[src/rtl/reg_access_sequencer_pkg.sv]
// Shared definitions for the register-file operand sequencer:
// register_file geometry defaults and the 3-bit FSM state encoding.
package reg_access_sequencer_pkg;

  localparam int RF_DATA_W = 32;
  localparam int RF_ADDR_W = 4;

  localparam logic [2:0] S_IDLE = 3'd0;
  localparam logic [2:0] S_RD_A = 3'd1;
  localparam logic [2:0] S_RD_B = 3'd2;
  localparam logic [2:0] S_EXEC = 3'd3;
  localparam logic [2:0] S_WB   = 3'd4;

endpackage

[src/rtl/reg_access_sequencer_if.sv]
// Request/completion channel between decode/control (master) and the
// sequencer (slave). Fields are sampled by the sequencer on accept.
interface reg_access_sequencer_if
  import reg_access_sequencer_pkg::*;
#(
  parameter int DATA_W = RF_DATA_W,
  parameter int ADDR_W = RF_ADDR_W
);
  logic              start;
  logic              ready;
  logic [ADDR_W-1:0] rs;
  logic [ADDR_W-1:0] rt;
  logic [ADDR_W-1:0] rd;
  logic              use_b;
  logic              wb_en;
  logic              done;
  logic [DATA_W-1:0] result;

  modport master (
    output start, rs, rt, rd, use_b, wb_en,
    input  ready, done, result
  );

  modport slave (
    input  start, rs, rt, rd, use_b, wb_en,
    output ready, done, result
  );
endinterface

[src/rtl/reg_access_sequencer.sv]
// Operand-fetch / write-back sequencer for a single-port register file.
// One register access per cycle: read rs, optionally read rt, latch the
// external ALU result, optionally write it to rd.
module reg_access_sequencer
  import reg_access_sequencer_pkg::*;
#(
  parameter int DATA_W      = RF_DATA_W,
  parameter int ADDR_W      = RF_ADDR_W,
  parameter bit ZERO_REG_RO = 1'b0
) (
  input  logic                  clk,
  input  logic                  rst,
  reg_access_sequencer_if.slave req,
  output logic [ADDR_W-1:0]     rf_regsel,
  output logic                  rf_wrreg,
  output logic [DATA_W-1:0]     rf_din,
  input  logic [DATA_W-1:0]     rf_dout,
  output logic [DATA_W-1:0]     alu_a,
  output logic [DATA_W-1:0]     alu_b,
  input  logic [DATA_W-1:0]     alu_result
);

  logic [2:0]        state;
  logic [ADDR_W-1:0] rs_q, rt_q, rd_q;
  logic              use_b_q, wb_en_q;
  logic [DATA_W-1:0] result_q;
  logic              done_q;
  logic              suppress;

  // FSM, operand/result registers and the registered done pulse
  always_ff @(posedge clk) begin
    if (rst) begin
      state    <= S_IDLE;
      rs_q     <= '0;
      rt_q     <= '0;
      rd_q     <= '0;
      use_b_q  <= 1'b0;
      wb_en_q  <= 1'b0;
      alu_a    <= '0;
      alu_b    <= '0;
      result_q <= '0;
      done_q   <= 1'b0;
    end else begin
      done_q <= 1'b0;
      case (state)
        S_IDLE: begin
          if (req.start) begin
            rs_q    <= req.rs;
            rt_q    <= req.rt;
            rd_q    <= req.rd;
            use_b_q <= req.use_b;
            wb_en_q <= req.wb_en;
            state   <= S_RD_A;
          end
        end
        S_RD_A: begin
          alu_a <= rf_dout;
          if (use_b_q) begin
            state <= S_RD_B;
          end else begin
            alu_b <= '0;
            state <= S_EXEC;
          end
        end
        S_RD_B: begin
          alu_b <= rf_dout;
          state <= S_EXEC;
        end
        S_EXEC: begin
          result_q <= alu_result;
          if (wb_en_q) begin
            state <= S_WB;
          end else begin
            state  <= S_IDLE;
            done_q <= 1'b1;
          end
        end
        S_WB: begin
          state  <= S_IDLE;
          done_q <= 1'b1;
        end
        default: state <= S_IDLE;
      endcase
    end
  end

  // Register-file port decode; EXEC parks the select on register 0
  always_comb begin
    rf_regsel = '0;
    rf_din    = '0;
    case (state)
      S_RD_A:  rf_regsel = rs_q;
      S_RD_B:  rf_regsel = rt_q;
      S_WB: begin
        rf_regsel = rd_q;
        rf_din    = result_q;
      end
      default: ;
    endcase
  end

  // Write strobe is masked by rst so a reset landing in WB never commits
  assign suppress   = ZERO_REG_RO && (rd_q == '0);
  assign rf_wrreg   = (state == S_WB) && !rst && !suppress;

  assign req.ready  = (state == S_IDLE);
  assign req.done   = done_q;
  assign req.result = result_q;

endmodule

[src/flat_wrapper.sv]
// flat-port wrapper written by rule: the top's interface ports become plain ports
module reg_access_sequencer_flat import reg_access_sequencer_pkg::*;
#(
  parameter int DATA_W      = RF_DATA_W,
  parameter int ADDR_W      = RF_ADDR_W,
  parameter bit ZERO_REG_RO = 1'b0
)
  (clk, rst, rf_regsel, rf_wrreg, rf_din, rf_dout, alu_a, alu_b, alu_result, req_start, req_rs, req_rt, req_rd, req_use_b, req_wb_en, req_ready, req_done, req_result);
  reg_access_sequencer_if #(.DATA_W(DATA_W), .ADDR_W(ADDR_W)) req_i ();
  input  logic clk;
  input  logic rst;
  output logic [ADDR_W-1:0] rf_regsel;
  output logic rf_wrreg;
  output logic [DATA_W-1:0] rf_din;
  input  logic [DATA_W-1:0] rf_dout;
  output logic [DATA_W-1:0] alu_a;
  output logic [DATA_W-1:0] alu_b;
  input  logic [DATA_W-1:0] alu_result;
  input wire logic [$bits(req_i.start)-1:0] req_start;
  input wire logic [$bits(req_i.rs)-1:0] req_rs;
  input wire logic [$bits(req_i.rt)-1:0] req_rt;
  input wire logic [$bits(req_i.rd)-1:0] req_rd;
  input wire logic [$bits(req_i.use_b)-1:0] req_use_b;
  input wire logic [$bits(req_i.wb_en)-1:0] req_wb_en;
  output wire logic [$bits(req_i.ready)-1:0] req_ready;
  output wire logic [$bits(req_i.done)-1:0] req_done;
  output wire logic [$bits(req_i.result)-1:0] req_result;
  assign req_i.start = req_start;
  assign req_i.rs = req_rs;
  assign req_i.rt = req_rt;
  assign req_i.rd = req_rd;
  assign req_i.use_b = req_use_b;
  assign req_i.wb_en = req_wb_en;
  assign req_ready = req_i.ready;
  assign req_done = req_i.done;
  assign req_result = req_i.result;
  reg_access_sequencer #(.DATA_W(DATA_W), .ADDR_W(ADDR_W), .ZERO_REG_RO(ZERO_REG_RO)) u_core (.clk(clk), .rst(rst), .req(req_i), .rf_regsel(rf_regsel), .rf_wrreg(rf_wrreg), .rf_din(rf_din), .rf_dout(rf_dout), .alu_a(alu_a), .alu_b(alu_b), .alu_result(alu_result));
endmodule
[config.mk]
export PLATFORM = sky130hd
export DESIGN_NAME = reg_access_sequencer_flat
export DESIGN_NICKNAME = d
export VERILOG_FILES = /design/src/rtl/reg_access_sequencer_pkg.sv /design/src/rtl/reg_access_sequencer_if.sv /design/src/rtl/reg_access_sequencer.sv /design/src/flat_wrapper.sv
export SDC_FILE = /design/constraint.sdc
export NUM_CORES = 1
export LEC_CHECK = 0
export BUFFER_PORTS_ARGS = -buffer_cell sky130_fd_sc_hd__buf_2
export CAP_MARGIN = 10
export CORE_MARGIN = 8
export CORE_UTILIZATION = 45
export DETAILED_ROUTE_END_ITERATION = 16
export PLACE_DENSITY = 0.91
export SYNTH_ARGS = -nofsm -noshare
export SYNTH_HDL_FRONTEND = slang
export SYNTH_SLANG_ARGS = --single-unit
[constraint.sdc]
create_clock -name clk -period 1.98 [get_ports clk]
set_input_delay 0 -clock clk [delete_from_list [all_inputs] [get_ports clk]]
set_output_delay 0 -clock clk [all_outputs]
set_load 0.01 [all_outputs]
# Yosys cells after proc, flatten, opt, wreduce, memory -nomap -nowiden
# Cells that the tools add are included.
[totals]
regBits = 114
input_bits = 81
output_inout_bits = 135
wordCells = 32
[op_classes]
n_eq_ne = 6
muxes = 10
reduce_logical = 6
[op_table]
columns = ["cell", "count"]
rows = [
  ["$mux W32", 2],
  ["$pmux W32 S2", 1],
  ["$pmux W3 S4", 1],
  ["$pmux W4 S3", 1],
  ["$eq A3 B2 Y1 const B", 2],
  ["$mux W3", 2],
  ["$ne A2 B2 Y1 const B", 2],
  ["$reduce_and A2 Y1", 2],
  ["$eq A3 B1 Y1 const B", 1],
  ["$eq A3 B3 Y1 const B", 1],
  ["$logic_not A3 Y1", 1],
  ["$mux W1", 2],
  ["$pmux W1 S2", 1],
  ["$reduce_bool A2 Y1", 1],
  ["$logic_and A1 B1 Y1", 1],
  ["$logic_not A1 Y1", 1],
]

# Longest topological paths before layout
# Gate-level depths: netlist of the first run.
[logic_depth]
ltp_word = 3
ltp_mapped = 6
ltp_nobuf = 3

# Worst setup path after synthesis of the first run
# Ideal clock, no wire load.
[synth_timing]
path_kind = "register -> register"
from = "reg u_core.state[2]"
to = "reg u_core.rd_q[0]"
setup_ns = 0.132
arrival_ns = 1.298
required_time_ns = 1.848
path_slack_ns = 0.550
path_stages_with_launch = 7
path_buffers = 3
period_less_slack_ns = 1.430
cell_sequence = "dfxtp_1 buf_6 or4b_4 buf_6 buf_8 nand2_1 a21oi_1"
[synth_via]
elab_chain_cells = 2
[synth_rtl]
columns = ["item", "line_no", "source"]
rows = [
  ["start: declaration", "reg_access_sequencer.sv:23", "logic [2:0] state;"],
  ["start signal: assignment", "reg_access_sequencer.sv:33", "state <= S_IDLE;"],
  ["start signal: assignment", "reg_access_sequencer.sv:53", "state <= S_RD_A;"],
  ["start signal: assignment", "reg_access_sequencer.sv:59", "state <= S_RD_B;"],
  ["$logic_not A3 Y1", "reg_access_sequencer.sv:45", "case (state)"],
  ["$reduce_and A2 Y1 (no source line)", "-", ""],
  ["end signal: assignment", "reg_access_sequencer.sv:50", "rd_q <= req.rd;"],
  ["end: declaration", "reg_access_sequencer.sv:24", "logic [ADDR_W-1:0] rs_q, rt_q, rd_q;"],
]
# Every way passes these cells.
# A chain may end at the register's enable or synchronous reset.

# Worst setup path in the final report of the first run
[layout_timing]
from = "reg u_core.state[1]"
to = "out rf_wrreg"
[layout_via]
elab_chain_cells = 2
[layout_rtl]
columns = ["item", "line_no", "source"]
rows = [
  ["$eq A3 B3 Y1", "reg_access_sequencer.sv:104", "assign rf_wrreg = (state == S_WB) && !rst && !suppress;"],
  ["$logic_and A1 B1 Y1", "reg_access_sequencer.sv:104", ""],
  ["end: declaration", "flat_wrapper.sv:13", "output logic rf_wrreg;"],
]
# Every way passes these cells.

==> flow_summary.rst, run 1 <==
.. list-table::
   :header-rows: 1

   * - Metric
     - Value
   * - Outcome
     - completed
   * - Initial antenna violation count
     - 3
   * - Non-Filler Cell Area, Final
     - 0.00677 sq mm
   * - Initial standard-cell utilization of the core
     - 46.1%
   * - Utilization of the core after routing
     - 73.6%
   * - Final-report hold violation count
     - 0
   * - Wire length of the first global-routing pass
     - 25400 um
   * - Seq/Total Area, Yosys
     - 53.8%
   * - Vias in the first global route
     - 4983
   * - Number of cells traversed by the worst hold path
     - 3
   * - Global-route congestion overflow total
     - 0
   * - Combinational cell fraction of total power
     - 14.5%
   * - Source-to-sink clock delay at the later pin of the worst-skew pair
     - 0.50 ns
   * - Worst min-delay path class
     - primary input to flop
   * - Wire length per cell after detailed routing
     - 18.6 um
   * - Most common library cell in the layout ignoring fill and taps
     - buf_2
   * - Core area
     - 0.00920 sq mm
   * - Most common cell type on the critical path
     - buf_12
   * - Average vias per placed instance
     - 5.25
   * - Element type at the critical path start
     - flop
   * - F_max
     - 516 MHz
   * - Sequential share of power
     - 40.8%
   * - Switching power of the nets
     - 1.65 mW
   * - Number of max-slew violations in the final report
     - 0
   * - Number of ports placed on the die boundary
     - 216
   * - Most frequent cells in the layout
     - buf_2 (215), nand2_1 (157), dfxtp_1 (112)
   * - Area used by multi-input combinational logic
     - 0.00176 sq mm
   * - Count of distinct cell types in the synthesized netlist
     - 30
   * - Area added between synthesis and finish
     - 59.7%
   * - CTS Sinks
     - 114
   * - Maximum vdd drop
     - 640 uV
   * - Worst Setup End Kind
     - output pin
   * - Htree depth
     - 4
   * - FFs w/ async S/R, synth
     - 0%
   * - Max-slew headroom at the worst pin
     - 51.4%
   * - Count of filler cells inserted in the layout
     - 600
   * - Die boundary height
     - 113 um
   * - Number of cell rows
     - 35
   * - Final net count
     - 860
   * - Internal Power
     - 4.56 mW
   * - Post-DP HPWL
     - 9850 um
   * - Clock share of power
     - 44.7%
   * - Post-detailed-routing wire length
     - 16800 um
   * - Chip width
     - 113 um
   * - Instance area at placement
     - 0.00538 sq mm
   * - Buffers on Ports
     - 215
   * - Max-cap viol count
     - 0
   * - Drt drc
     - 0
   * - Leading register cell type out of synthesis
     - dfxtp_1
   * - Clock edge transition at the registers on the reported setup and hold paths
     - 0.06 ns
   * - Switching share of total power
     - 26.6%
   * - Tcrit/Tclk final
     - 97.9%
   * - Master cell of the clock root buffer
     - clkbuf_8
   * - Post-Synthesis Net Count
     - 571
   * - DIE AREA
     - 0.0128 sq mm
   * - Average instance area after synthesis
     - 8.66 sq um
   * - Max Root-Sink Buffers
     - 2
   * - Number of logic stages on the critical path including buffering
     - 6
   * - Buf/Inv on CP
     - 4
   * - Number of synthesized flops with an enable pin
     - 0
   * - Yosys warning total
     - 0
   * - TritonCTS buffer count
     - 17
   * - DRT Pass-1 Iters
     - 6
   * - Worst-path cell chain
     - buf_4 -> nor3b_4 -> buf_12 -> buf_12 -> nor2b_1 -> buf_2
   * - Fraction of layout cells with a size suffix above 1
     - 34.3%
   * - Gate count of the mapped netlist
     - 490
   * - Count of vias placed by the detailed router
     - 4755
   * - CP max FO
     - 17
   * - Length in cells of the worst reg-to-reg path
     - 4
   * - Pin count of the biggest net entering global routing
     - 56
   * - FF+latch count, synth
     - 114
   * - Number of DRC markers after the initial detailed-route iteration
     - 358
   * - Setup-failing EPs final
     - 0
   * - Type of the worst setup path
     - flop to output pin
   * - Aggregate global-route resource usage
     - 24.7%
   * - GPL Wtd Cong
     - 0.822
   * - CTS tree
     - done
   * - Transition time at the pin with the least slew margin
     - 0.725 ns
   * - Minimum clock period
     - 1.94 ns
   * - FF/Latch Area
     - 0.00228 sq mm
   * - Family of cells with the greatest summed delay on the critical path
     - buffers and inverters
   * - Number of nets with antenna violations after routing
     - 0
   * - Fin Clk Skew
     - 0.0188 ns
   * - Pwr per Cell Area
     - 917 mW/mm^2
   * - Post-Synthesis Cell Area
     - 0.00424 sq mm
   * - Critical path arrival
     - 1.94 ns
   * - Cell with the largest stage delay on the worst path
     - dfxtp_1
   * - CP required
     - 1.98 ns
   * - Leakage power
     - 3.17 nW
   * - Maximum single-stage delay on the critical path
     - 0.37 ns
worst min-delay path, cell delays in order:
cell and delay, ns:
buf_2 0.15, buf_4 0.24, a21oi_1 0.14
through the flow:
| stage | hold WS [ns] | std cells | setup slack, ns | power, mW | TNS (ns) |
|---|---|---|---|---|---|
| floorplan | 0.126 | 490 | 0.550 | 2.99 | 0 |
| global placement | 0.223 | 790 | 0.358 | 3.28 | 0 |
| detailed placement | 0.227 | 790 | 0.242 | 3.31 | 0 |
| CTS | 0.0501 | 901 | 0.00493 | 6.20 | 0 |
| global route | 0.0715 | 906 | -0.00350 | 6.40 | -0.00350 |
| finish | 0.0753 | 906 | 0.0422 | 6.21 | 0 |
cells in the mapped netlist, types with 3 or more instances:
master | instances | area (sq um)
nor2_1 | 5 | 18.8
dfxtp_1 | 114 | 2280
a22oi_1 | 4 | 30.0
a21oi_1 | 79 | 395
clkbuf_1 | 15 | 56.3
o21ai_0 | 4 | 20.0
a22o_1 | 32 | 280
and2_1 | 32 | 200
buf_2 | 20 | 100
nand2_1 | 157 | 589
inv_1 | 3 | 11.3
power by group through the flow:
stage	clock network, mW	logic, mW	registers (mW)
finish	2.78	0.899	2.53
global route	2.89	0.964	2.55
CTS	2.80	0.873	2.53
detailed placement	0	0.742	2.57
global placement	0	0.712	2.56
floorplan	0	0.379	2.61
layer usage:
metal / global-route usage [%] / vias to the layer above / wire, um / share of wire, %
li1: - / 2207 / - / -
met1: 24.3 / 2216 / 5870 / 35
met2: 44.5 / 275 / 8960 / 53
met3: 7.08 / 57 / 1310 / 7.8
met4: 16.0 / 0 / 706 / 4.2
met5: 0 / - / 0 / 0
final timing paths:
kind | start | to | slack, ns
worst max register to register | u_core.state[2] | u_core.rd_q[3] | 0.29
worst min register to register | u_core.alu_a[1] | u_core.alu_a[1] | 0.46
worst min-delay path | rst | u_core.alu_a[30] | 0.08
worst max-delay path | u_core.state[1] | rf_wrreg | 0.04
what timing repair did:
| item | in CTS | in global routing |
|---|---|---|
| gates resized for setup | 3 | 1 |
| gates cloned | 0 | 1 |
| hold buffers | 79 | 0 |
| pin swaps | 0 | 1 |
| endpoints found under the hold margin | 111 | 0 |
| setup buffers | 0 | 1 |
| setup endpoints to repair | 34 | 23 |
logic make-up (layout without fill, tap and decap cells):
kind of cell | count (synthesis) | count (layout) | share of synthesized area (%)
AND/OR/NAND/NOR | 211 | 211 | 22.9
AO/OA/AOI/OAI | 122 | 122 | 18.1
other | 0 | 3 | 0
buffers and inverters | 43 | 345 | 5.19
flip-flops | 114 | 114 | 53.8
flip-flops by register name, summed over array words and instances, names as in the netlist:
name	flops
u_core.rs_q	4
u_core.req.done	1
u_core.alu_a	32
u_core.req.result	32
u_core.state	3
u_core.use_b_q	1
u_core.wb_en_q	1
u_core.rt_q	4
u_core.rd_q	4
u_core.alu_b	32
cell type report:
cell class	count	share of cell area (%)
clock inverter	10	1.26
tap	111	2.05
timing repair buffer	310	30.0
multi-input combinational	333	26.0
clock buffer	22	6.69
antenna	3	0.111
inverter	3	0.166
sequential	114	33.7
(Power assumes the default switching activity.)
==> run 2: changes to the inputs <==
--- a/config.mk
+++ b/config.mk
@@ -5,6 +5,7 @@
 export SDC_FILE = /design/constraint.sdc
 export NUM_CORES = 1
 export LEC_CHECK = 0
+export ABC_AREA = 1
 export BUFFER_PORTS_ARGS = -buffer_cell sky130_fd_sc_hd__buf_2
 export CAP_MARGIN = 10
 export CORE_MARGIN = 8
==> run 2 against run 1 <==
Utilization grew 2.1 points; total power grew 14%; critical endpoint is now u_core.req.result[5]; largest cell class unchanged; non-clock buffer count increased by 13; count of clock-buffer cells in the layout fell by 5; wire length increased by 2.7%; cell count up 10%; setup slack improved by 0.030 ns; global-route usage increased by 0.78 points; first-iteration DRC count is 34% higher.
==> flow_summary.rst, run 2 <==
.. list-table::
   :header-rows: 1

   * - Metric
     - Value
   * - Final net count
     - 937 (+9.0%)
   * - Pin count of the biggest net entering global routing
     - 77 (+38%)
   * - Wire length per cell after detailed routing
     - 17.3 um (-7.0%)
   * - Post-Synthesis Cell Area
     - 0.00431 sq mm (+1.5%)
   * - Number of nets with antenna violations after routing
     - 0 (unchanged)
   * - Worst min-delay path class
     - primary input to flop
   * - Most area-hungry cell type in the Yosys netlist
     - dfxtp_1
   * - Buffers on Ports
     - 215 (unchanged)
   * - Setup-failing EPs final
     - 0 (unchanged)
   * - Max-cap viol count
     - 0 (unchanged)
   * - Number of synthesized flops with an enable pin
     - 0 (unchanged)
   * - Fin Clk Skew
     - 0.00777 ns (-0.0110 ns)
   * - Type of the worst setup path
     - flop to flop
   * - DRT Pass-1 Iters
     - 5 (-1)
   * - Cell with the largest stage delay on the worst path
     - dlygate4sd3_1
   * - TritonCTS buffer count
     - 17 (unchanged)
   * - Master cell of the clock root buffer
     - clkbuf_8
   * - Element type at the critical path start
     - flop
   * - Final-report hold violation count
     - 0 (unchanged)
   * - Fraction of layout cells with a size suffix above 1
     - 31.4% (-2.9 points)
   * - Worst path setup slack after routing
     - 0.0726 ns (+0.0303 ns)
   * - Max Root-Sink Buffers
     - 2 (unchanged)
   * - Most repeated cell in the gate-level netlist after synthesis
     - dfxtp_1
   * - Leading register cell type out of synthesis
     - dfxtp_1
   * - CTS Sinks
     - 114 (unchanged)
   * - Source of the worst hold timing path
     - rf_dout[13]
   * - Fraction of post-synthesis cell area in the top cell type by area
     - 53.0% (-0.80 points)
   * - Worst reg2reg startpoint
     - u_core.state[0]
   * - Instance area at placement
     - 0.00546 sq mm (+1.5%)
   * - Aggregate global-route resource usage
     - 25.5% (+0.78 points)
   * - Post-DP HPWL
     - 9970 um (+1.2%)
   * - Non-Filler Cell Area, Final
     - 0.00704 sq mm (+3.9%)
   * - Max-slew headroom at the worst pin
     - 46.8% (-4.7 points)
   * - Transition time at the pin with the least slew margin
     - 0.798 ns (+0.0729 ns)
   * - Leakage power
     - 3.14 nW (-0.83%)
   * - Yosys warning total
     - 0 (unchanged)
   * - Count of filler cells inserted in the layout
     - 636 (+6.0%)
   * - Critical path arrival
     - 2.31 ns (+0.37 ns)
   * - Post-Synthesis Net Count
     - 640 (+12%)
   * - Average instance area after synthesis
     - 7.70 sq um (-11%)
   * - Maximum vdd drop
     - 678 uV (+5.8%)
   * - Wire length of the first global-routing pass
     - 26100 um (+2.9%)
   * - Post-detailed-routing wire length
     - 17300 um (+2.7%)
   * - Area added between synthesis and finish
     - 63.4%
   * - DIE AREA
     - 0.0130 sq mm (+1.3%)
   * - Source of the critical timing path
     - u_core.state[0]
   * - Setup slack, reg-to-reg
     - 0.07 ns (-0.22 ns)
   * - F_max
     - 524 MHz (+1.6%)
   * - Number of DRC markers after the initial detailed-route iteration
     - 480 (+34%)
   * - Tcrit/Tclk final
     - 96.3% (-1.5 points)
   * - Cell types with the largest area share after synthesis
     - dfxtp_1 (53%), a21oi_1 (13%), nand3_1 (9.0%), nand2_1 (7.1%), inv_1 (3.5%)
   * - GPL Wtd Cong
     - 0.832 (+1.1%)
   * - Pwr per Cell Area
     - 1010 mW/mm^2 (+9.9%)
   * - Vias in the first global route
     - 5201 (+4.4%)
   * - Gate count of the mapped netlist
     - 559 (+14%)
   * - Maximum single-stage delay on the critical path
     - 0.57 ns (+0.20 ns)
   * - FFs w/ async S/R, synth
     - 0% (unchanged)
   * - Clock edge transition at the registers on the reported setup and hold paths
     - 0.06 ns (about the same)
   * - Htree depth
     - 4 (unchanged)
   * - Initial antenna violation count
     - 2 (-1)
   * - FF+latch count, synth
     - 114 (unchanged)
   * - Worst Setup End Kind
     - flop
   * - Source-to-sink clock delay at the later pin of the worst-skew pair
     - 0.51 ns (about the same)
   * - Most frequent cells in the layout
     - buf_2 (215), a21oi_1 (113), dfxtp_1 (113)
   * - Chip width
     - 114 um (+0.65%)
   * - Outcome
     - completed
   * - Number of cell rows
     - 35 (unchanged)
   * - Post-Place Setup Slack
     - 0.456 ns (+0.214 ns)
   * - Initial standard-cell utilization of the core
     - 46.4% (+0.25 points)
   * - Total Power Consumption
     - 7.09 mW (+14%)
   * - Count of vias placed by the detailed router
     - 5188 (+9.1%)
   * - CP required
     - 2.38 ns (+0.40 ns)
   * - Seq/Total Area, Yosys
     - 53.0% (-0.80 points)
   * - Most common library cell in the layout ignoring fill and taps
     - buf_2
   * - Drt drc
     - 0 (unchanged)
   * - Core area
     - 0.00928 sq mm (+0.95%)
   * - Number of max-slew violations in the final report
     - 0 (unchanged)
   * - Minimum clock period
     - 1.91 ns (-0.0303 ns)
   * - CP max FO
     - 47 (+30)
   * - Post-synth top cells
     - dfxtp_1 (114), a21oi_1 (113), nand2_1 (81)
   * - Number of ports placed on the die boundary
     - 216 (unchanged)
   * - Average vias per placed instance
     - 5.19 (-1.1%)
   * - Die boundary height
     - 114 um (+0.65%)
   * - Count of distinct cell types in the synthesized netlist
     - 20 (-33%)
   * - Worst-path cell chain
     - inv_2 -> nor2_4 -> nand2_4 -> buf_12 -> o21ai_1 -> dlygate4sd3_1 -> a21oi_1
   * - Global-route congestion overflow total
     - 0 (unchanged)
   * - CTS tree
     - done
-- run 2: final timing paths --
| kind | to | cells past startpoint |
|---|---|---|
| setup / recovery | u_core.req.result[5] | 7 |
| hold reg to reg | u_core.rs_q[3] | 2 |
| setup reg to reg | u_core.req.result[5] | 7 |
| hold / removal | u_core.alu_b[13] | 4 |
-- run 2: cell type report --
| cell class | count | area [sq um] | share of cell area (%) |
|---|---|---|---|
| Inverter | 45 | 174 | 2.47 |
| Multi-Input combinational cell | 355 | 1680 | 23.9 |
| Sequential cell | 114 | 2280 | 32.5 |
| Clock inverter | 15 | 136 | 1.94 |
| Antenna cell | 2 | 5.00 | 0.0711 |
| Tap cell | 129 | 161 | 2.29 |
| Timing Repair Buffer | 323 | 2180 | 30.9 |
| Clock buffer | 17 | 414 | 5.89 |
-- run 2: per-layer routing --
layer  global-route usage (%)  wire (um)  share of wire [%]
met1                     25.7       6140                 35
met2                     45.5       9150                 53
met3                     7.18       1260                7.3
met4                     16.0        741                4.3
met5                        0          0                  0
-- run 2: critical path, delay by kind of cell (launching register included) --
family / cells / cell delay (ns)
and+or+nand+nor: 2 / 0.32
DFF: 1 / 0.38
AOI/OAI and AO/OA: 2 / 0.21
buffers and inverters: 3 / 0.87
-- run 2: logic make-up after synthesis --
logic type      synth area share [%]
flops                           53.0
compound gates                  18.3
buf+inv                         8.51
simple gates                    20.2
-- run 2: power by group --
group	switching (mW)	internal, mW	total, mW	leakage (nW)
clock	1.15	1.67	2.82	0.261
sequential	0.142	2.54	2.69	0.928
combinational	0.946	0.632	1.58	1.95
total	2.24	4.85	7.09	3.14
-- run 2: repair_timing --
item / 4_1_cts / 5_1_grt
hold buffers: 94 / 0
cloned: 0 / 1
buffers inserted: 0 / 3
hold endpoints to repair: 111 / 0
resized for setup: 2 / 6
endpoints found under the setup margin: 33 / 45
pin swaps: 0 / 1
-- run 2: through the flow --
stage / setup TNS [ns] / utilization [%] / hold slack [ns] / instances
CTS: 0 / 75.0 / 0.279 / 994
floorplan: 0 / - / 0.148 / 559
global placement: 0 / 58.8 / 0.262 / 868
global route: -0.00638 / 75.8 / 0.288 / 1000
detailed placement: 0 / 58.8 / 0.269 / 868
finish: 0 / 75.8 / 0.297 / 1000
